==> config.mk <==
export PLATFORM = sky130hd
export DESIGN_NAME = parking_gate_controller
export DESIGN_NICKNAME = d
export VERILOG_FILES = /design/src/rtl/parking_pkg.sv /design/src/rtl/sensor_debouncer.sv /design/src/rtl/parking_gate_controller.sv
export SDC_FILE = /design/constraint.sdc
export NUM_CORES = 1
export LEC_CHECK = 0
export ABC_CLOCK_PERIOD_IN_PS = 3430
export CAP_MARGIN = 20
export CORE_MARGIN = 1.5
export CORE_UTILIZATION = 61
export DETAILED_ROUTE_END_ITERATION = 8
export HOLD_SLACK_MARGIN = 0.15
export PLACE_DENSITY = 0.83
export SYNTH_ARGS = -nofsm -noshare
export SYNTH_HDL_FRONTEND = slang
export SYNTH_HIERARCHICAL = 1
export SYNTH_SLANG_ARGS = --single-unit
==> constraint.sdc <==
create_clock -name clk -period 3.43 [get_ports clk]
set_input_delay 0.686 -clock clk [delete_from_list [all_inputs] [get_ports clk]]
set_output_delay 0.686 -clock clk [all_outputs]
set_load 0.005 [all_outputs]
==> src/rtl/parking_pkg.sv <==
// Shared types and constants for the parking gate controller.
// gate_next() holds the barrier state machine used by both gates.
package parking_pkg;

  typedef enum logic [2:0] {
    IDLE,
    CHECK,
    OPEN,
    PASSING,
    REPORT,
    CLEAR
  } gate_state_t;

  localparam logic CLASS_GENERAL = 1'b0;
  localparam logic CLASS_UNI     = 1'b1;

  localparam int DEFAULT_DEBOUNCE_CYCLES = 4;
  localparam int DEFAULT_OPEN_TIMEOUT    = 1000;

  // The exit gate has no CHECK state: it leaves IDLE straight to OPEN.
  function automatic gate_state_t gate_next(
    input gate_state_t state,
    input logic        is_entry,
    input logic        detect,
    input logic        pass,
    input logic        timeout,
    input logic        space_ok,
    input logic        grant
  );
    gate_state_t nxt;
    nxt = state;
    case (state)
      IDLE:    if (detect) nxt = is_entry ? CHECK : OPEN;
      CHECK:   nxt = space_ok ? OPEN : CLEAR;
      OPEN: begin
        if (pass)         nxt = PASSING;
        else if (timeout) nxt = CLEAR;
      end
      PASSING: if (!pass)  nxt = REPORT;
      REPORT:  if (grant)  nxt = CLEAR;
      CLEAR:   if (!detect) nxt = IDLE;
      default: nxt = IDLE;
    endcase
    return nxt;
  endfunction

  function automatic logic barrier_of(input gate_state_t state);
    return (state == OPEN) || (state == PASSING);
  endfunction

endpackage

==> src/rtl/sensor_debouncer.sv <==
// Two-flop synchronizer followed by a debounce counter: the filtered output
// flips only after DEBOUNCE_CYCLES consecutive samples disagree with it.
module sensor_debouncer #(
  parameter int DEBOUNCE_CYCLES = 4
) (
  input  logic clk,
  input  logic rst_n,
  input  logic i_raw,
  output logic o_filtered
);
  localparam int CNT_W = $clog2(DEBOUNCE_CYCLES + 1);

  logic             r_sync1;
  logic             r_sync2;
  logic             r_filtered;
  logic [CNT_W-1:0] r_cnt;

  always_ff @(posedge clk or negedge rst_n) begin
    if (!rst_n) begin
      r_sync1    <= 1'b0;
      r_sync2    <= 1'b0;
      r_filtered <= 1'b0;
      r_cnt      <= '0;
    end else begin
      // NOTE: non-blocking so r_sync2 takes last cycle's r_sync1; blocking
      // assignments here would collapse the two synchronizer stages into one.
      r_sync1 <= i_raw;
      r_sync2 <= r_sync1;
      if (r_sync2 == r_filtered) begin
        r_cnt <= '0;
      end else if (r_cnt == CNT_W'(DEBOUNCE_CYCLES - 1)) begin
        r_filtered <= r_sync2;
        r_cnt      <= '0;
      end else begin
        r_cnt <= r_cnt + CNT_W'(1);
      end
    end
  end

  assign o_filtered = r_filtered;

endmodule

==> src/rtl/parking_gate_controller.sv <==
// Entry/exit barrier controller: debounced loop sensors, one FSM per gate,
// and an arbiter that emits at most one occupancy event per cycle.
module parking_gate_controller
  import parking_pkg::*;
#(
  parameter int DEBOUNCE_CYCLES = DEFAULT_DEBOUNCE_CYCLES,
  parameter int OPEN_TIMEOUT    = DEFAULT_OPEN_TIMEOUT,
  parameter int TMR_W           = $clog2(OPEN_TIMEOUT + 1)
) (
  input  logic       clk,
  input  logic       start,
  input  logic       entry_detect,
  input  logic       entry_is_uni,
  input  logic       entry_pass,
  input  logic       exit_detect,
  input  logic       exit_is_uni,
  input  logic       exit_pass,
  input  logic       uni_is_vacated_space,
  input  logic       is_vacated_space,
  output logic       car_entered,
  output logic       is_uni_car_entered,
  output logic       car_exited,
  output logic       is_uni_car_exited,
  output logic       entry_barrier_open,
  output logic       exit_barrier_open,
  output logic       entry_denied,
  output logic [1:0] gate_fault
);

  logic w_entry_detect_f, w_entry_pass_f, w_exit_detect_f, w_exit_pass_f;

  sensor_debouncer #(.DEBOUNCE_CYCLES(DEBOUNCE_CYCLES)) u_entry_detect (
    .clk(clk), .rst_n(start), .i_raw(entry_detect), .o_filtered(w_entry_detect_f)
  );
  sensor_debouncer #(.DEBOUNCE_CYCLES(DEBOUNCE_CYCLES)) u_entry_pass (
    .clk(clk), .rst_n(start), .i_raw(entry_pass), .o_filtered(w_entry_pass_f)
  );
  sensor_debouncer #(.DEBOUNCE_CYCLES(DEBOUNCE_CYCLES)) u_exit_detect (
    .clk(clk), .rst_n(start), .i_raw(exit_detect), .o_filtered(w_exit_detect_f)
  );
  sensor_debouncer #(.DEBOUNCE_CYCLES(DEBOUNCE_CYCLES)) u_exit_pass (
    .clk(clk), .rst_n(start), .i_raw(exit_pass), .o_filtered(w_exit_pass_f)
  );

  logic             r_entry_uni_s1, r_entry_uni_s2, r_exit_uni_s1, r_exit_uni_s2;
  logic             r_entry_class, r_exit_class;
  gate_state_t      r_entry_state, r_exit_state;
  gate_state_t      w_entry_next, w_exit_next;
  logic [TMR_W-1:0] r_entry_tmr, r_exit_tmr;

  logic w_space_ok, w_entry_timeout, w_exit_timeout;
  logic w_entry_fault, w_exit_fault, w_entry_grant, w_exit_grant;

  logic       r_car_entered, r_is_uni_car_entered, r_car_exited, r_is_uni_car_exited;
  logic       r_entry_barrier, r_exit_barrier, r_entry_denied;
  logic [1:0] r_gate_fault;

  // NOTE: every always_comb output gets a value on every path, so no latch
  // can be inferred; add new outputs with a default at the top.
  always_comb begin
    w_space_ok      = (r_entry_class == CLASS_UNI) ? uni_is_vacated_space : is_vacated_space;
    w_entry_timeout = (r_entry_tmr == TMR_W'(OPEN_TIMEOUT - 1));
    w_exit_timeout  = (r_exit_tmr == TMR_W'(OPEN_TIMEOUT - 1));
    w_entry_fault   = (r_entry_state == OPEN) && !w_entry_pass_f && w_entry_timeout;
    w_exit_fault    = (r_exit_state == OPEN) && !w_exit_pass_f && w_exit_timeout;
    // Entry wins a simultaneous REPORT; exit is granted the following cycle.
    w_entry_grant   = (r_entry_state == REPORT);
    w_exit_grant    = (r_exit_state == REPORT) && !w_entry_grant;
    w_entry_next    = gate_next(r_entry_state, 1'b1, w_entry_detect_f, w_entry_pass_f,
                                w_entry_timeout, w_space_ok, w_entry_grant);
    w_exit_next     = gate_next(r_exit_state, 1'b0, w_exit_detect_f, w_exit_pass_f,
                                w_exit_timeout, 1'b1, w_exit_grant);
  end

  always_ff @(posedge clk or negedge start) begin
    if (!start) begin
      r_entry_uni_s1 <= 1'b0;
      r_entry_uni_s2 <= 1'b0;
      r_exit_uni_s1  <= 1'b0;
      r_exit_uni_s2  <= 1'b0;
      r_entry_class  <= CLASS_GENERAL;
      r_exit_class   <= CLASS_GENERAL;
      r_entry_state  <= IDLE;
      r_exit_state   <= IDLE;
      r_entry_tmr    <= '0;
      r_exit_tmr     <= '0;
    end else begin
      r_entry_uni_s1 <= entry_is_uni;
      r_entry_uni_s2 <= r_entry_uni_s1;
      r_exit_uni_s1  <= exit_is_uni;
      r_exit_uni_s2  <= r_exit_uni_s1;
      if (r_entry_state == IDLE && w_entry_detect_f) r_entry_class <= r_entry_uni_s2;
      if (r_exit_state == IDLE && w_exit_detect_f)   r_exit_class  <= r_exit_uni_s2;
      r_entry_state <= w_entry_next;
      r_exit_state  <= w_exit_next;
      r_entry_tmr   <= (r_entry_state == OPEN && w_entry_next == OPEN) ?
                       r_entry_tmr + TMR_W'(1) : '0;
      r_exit_tmr    <= (r_exit_state == OPEN && w_exit_next == OPEN) ?
                       r_exit_tmr + TMR_W'(1) : '0;
    end
  end

  // Barrier drive is decoded from the next state so it changes with the state.
  always_ff @(posedge clk or negedge start) begin
    if (!start) begin
      r_car_entered        <= 1'b0;
      r_is_uni_car_entered <= 1'b0;
      r_car_exited         <= 1'b0;
      r_is_uni_car_exited  <= 1'b0;
      r_entry_barrier      <= 1'b0;
      r_exit_barrier       <= 1'b0;
      r_entry_denied       <= 1'b0;
      r_gate_fault         <= 2'b00;
    end else begin
      r_car_entered        <= w_entry_grant;
      r_is_uni_car_entered <= w_entry_grant & r_entry_class;
      r_car_exited         <= w_exit_grant;
      r_is_uni_car_exited  <= w_exit_grant & r_exit_class;
      r_entry_barrier      <= barrier_of(w_entry_next);
      r_exit_barrier       <= barrier_of(w_exit_next);
      r_entry_denied       <= (r_entry_state == CHECK) && !w_space_ok;
      r_gate_fault         <= r_gate_fault | {w_exit_fault, w_entry_fault};
    end
  end

  assign car_entered        = r_car_entered;
  assign is_uni_car_entered = r_is_uni_car_entered;
  assign car_exited         = r_car_exited;
  assign is_uni_car_exited  = r_is_uni_car_exited;
  assign entry_barrier_open = r_entry_barrier;
  assign exit_barrier_open  = r_exit_barrier;
  assign entry_denied       = r_entry_denied;
  assign gate_fault         = r_gate_fault;

endmodule

==> metrics.md <==
| Metric | Value |
|---|---|
| Max cap viols | `0` |
| Die Ht | `roughly 69 um` |
| Resize count post-CTS | `0` |
| Postcts setup bufs | `0` |
| DRC Markers | `0` |
| Clk buf depth | `2` |
| Inserted Diodes | `0` |
| Worst slew margin | `70.0%` |
| Achievable Freq | `494 MHz` |
| Synthesized cell area | `2620 um^2` |
| IO Count | `19` |
| Dominant cells by area after synthesis | `dfrtp_1, xnor2_1, nor2_1` |
| Pin count of the biggest net entering global routing | `28` |
| Worst slack, placed | `around 1.0 ns` |
| Syn Area/Cell | `12.4 um^2` |
| Worst-path fanout max | `10` |
| EDFF count, synth | `0` |
| Status | `finished clean` |
| Final hold slack | `0.304 ns` |
| Final setup fails | `0` |
| Chip width | `68.5 um` |
| Worst Hold Class | `primary input to asynchronous set/reset pin` |
| RSZ-0062 raised after global routing | `false` |
| Total track usage | `between 20% and 30%` |
| Initial DRC Count | `50` |
| Final worst path period need | `~2 ns` |
| Routed wire per std cell | `13.2 um` |
| Final WS setup | `about 1.4 ns` |
| First-pass iteration count of the detailed router | `4` |
| CTS tree | `yes` |
| Placed inst area | `2860 um^2` |
| Hold buffers post-CTS | `0` |
| R2R Path Start | `r_exit_tmr[3]` |
| Crit path required time | `3.68 ns` |
| HPWL Detailed | `2.84 mm` |
| Fraction of registers with async set/reset | `100%` |
| Crit end category | `flip-flop` |
| Post-layout util | `75.2%` |
| Initial Util | `64.6%` |
| Routed Antenna Nets | `0` |
| Die area | `approximately 4700 um^2` |
| Final wirelength | `3.89 mm` |
| Final Max Tran Viols | `0` |
| Ys Warns | `6` |
| Initial antenna violation count | `0` |
| Clk slew on worst S/H paths | `0.07 ns` |
| Vias in the first global route | `1651` |
| Layout Skew | `0.00590 ns` |
| IR drop worst, VDD | `approximately 540 uV` |
| Slew at the pin closest to its max-slew limit | `0.449 ns` |
| Synth Net Count | `about 230` |
| Ys flop type | `dfrtp_1` |
| Gate Count Post-Synth | `approximately 210` |
| Num Clock Sinks | `65` |
| R2R cell count | `4` |
| Area delta synth->final | `16.5%` |
| Synth cell count leaders | `dfrtp_1, nor2_1, xnor2_1` |
| Cell area after layout | `3050 um^2` |
| Critical path class | `primary input to flip-flop` |
| Worst skew pair latency | `about 0.32 ns` |
| #FFs+latches synth | `65` |
| Hold Fails Final Rpt | `0` |
| Global route overflow | `0` |
| Global-route wire length before repair | `6.85 mm` |
| Worst setup SP type | `primary input` |
| Vias | `1601` |
| Sequential fraction of the synthesis area | `about 62%` |
| Worst reg-to-reg setup slack | `1.56 ns` |
| PD cells | `701 nW/um^2` |
| Root buf cell | `clkbuf_8` |
| Final-stage net count | `255` |
| Area leader, netlist | `dfrtp_1` |
| Yosys top cell area share | `62.1%` |
| Distinct cell type count after synthesis | `40` |
| Core footprint | `4060 um^2` |
| Most frequent cell after synthesis | `dfrtp_1` |
| Placer Congestion | `0.821` |
| Fin Setup TNS | `0 ns` |
| Worst EP arrival | `2.28 ns` |
| CP startpoint | `uni_is_vacated_space` |
| CTS buffer count | `9` |
| RR Endpoint | `exit_barrier_open` |
| Fillcell total | `between 200 and 300` |
| Leak | `1.33 nW` |
| PortBufs | `18` |
| H-tree depth | `3` |
| Vias per std cell | `5.45` |
| Tcrit/Tclk final | `59.0%` |
| Cell Rows | `23` |
| Layout cell share with drive strength beyond 1 | `12.7%` |
[worst max path at each step]
| stage | end | slack, ns | depth (start not counted) |
|---|---|---|---|
| floorplan | r_entry_tmr[2] | 1.60 | 5 |
| global placement | r_entry_tmr[5] | 1.11 | 5 |
| detailed placement | r_entry_tmr[2] | 1.05 | 5 |
| CTS | r_entry_tmr[2] | 1.40 | 5 |
| global route | r_entry_tmr[2] | 1.32 | 5 |
| finish | r_entry_tmr[2] | 1.40 | 5 |
[through the flow]
stage / power [mW] / std cells
2_1_floorplan: 1.39 / 211
3_3_place_gp: 1.53 / 278
3_5_place_dp: 1.56 / 278
4_1_cts: 2.16 / 294
5_1_grt: 2.28 / 294
6_report: 2.14 / 294
[flip-flops by register name, indices dropped and copies added, names as in the netlist, 2 cells and up]
| name | cells |
|---|---|
| gate_fault | 2 |
| r_entry_state | 3 |
| r_entry_tmr | 10 |
| r_exit_state | 3 |
| r_exit_tmr | 10 |
| u_entry_detect/r_cnt | 3 |
| u_entry_pass/r_cnt | 3 |
| u_exit_detect/r_cnt | 3 |
| u_exit_pass/r_cnt | 3 |
[worst max-delay path, cell delays in order]
cell             delay, ns
clkdlybuf4s50_1       0.45
mux2_2                0.18
o41ai_1               0.08
or4b_1                0.70
nor2_1                0.17
[cells in the final DEF, fill, tap and decap left out, types with 2 or more instances in the layout]
cell type,instances
nor2b_4,4
mux2_2,7
nor3b_1,8
clkbuf_8,13
and2_1,3
o21bai_1,2
and3_1,2
a21oi_1,3
nor3_1,9
o21ai_0,3
o41ai_1,2
o311a_1,2
nor4_1,3
dfrtp_1,65
clkdlybuf4s50_1,17
ha_1,6
nand2_1,7
clkinv_2,2
nor2_1,24
inv_1,10
nand4_1,3
xor2_1,6
or3b_1,2
nand3b_1,2
nand3_1,6
buf_4,2
xnor2_1,14
[cell type report]
class / instances / area [um^2] / share of cell area, %
Clock buffer: 14 / 183 / 5.99
Clock inverter: 2 / 10.0 / 0.328
Inverter: 10 / 37.5 / 1.23
Multi-Input combinational cell: 133 / 942 / 30.9
Sequential cell: 65 / 1630 / 53.3
Tap cell: 50 / 62.6 / 2.05
Timing Repair Buffer: 20 / 190 / 6.23
[where the power goes]
group          internal, mW  switching (mW)
sequential            0.920           0.135
clock                 0.339           0.257
combinational         0.258           0.229
[logic make-up after synthesis]
logic type                 Yosys count  share of synthesized area [%]
muxes                                7                           3.01
buffers and inverters               13                           1.96
and+or+nand+nor                     82                           18.4
AOI/OAI and AO/OA                   18                           4.97
DFF                                 65                           62.1
adders and majority gates            6                           2.87
xor gates and xnor gates            20                           6.69
[layer usage]
metal  vias to the layer above  GRT usage [%]  routed length (um)
met5                         -              0                   0
met4                         0           8.25                  52
met3                         6           7.47                 138
met2                        27           35.9                1940
met1                       791           22.6                1760
li1                        777              -                   -
(Power assumes the default switching activity.)
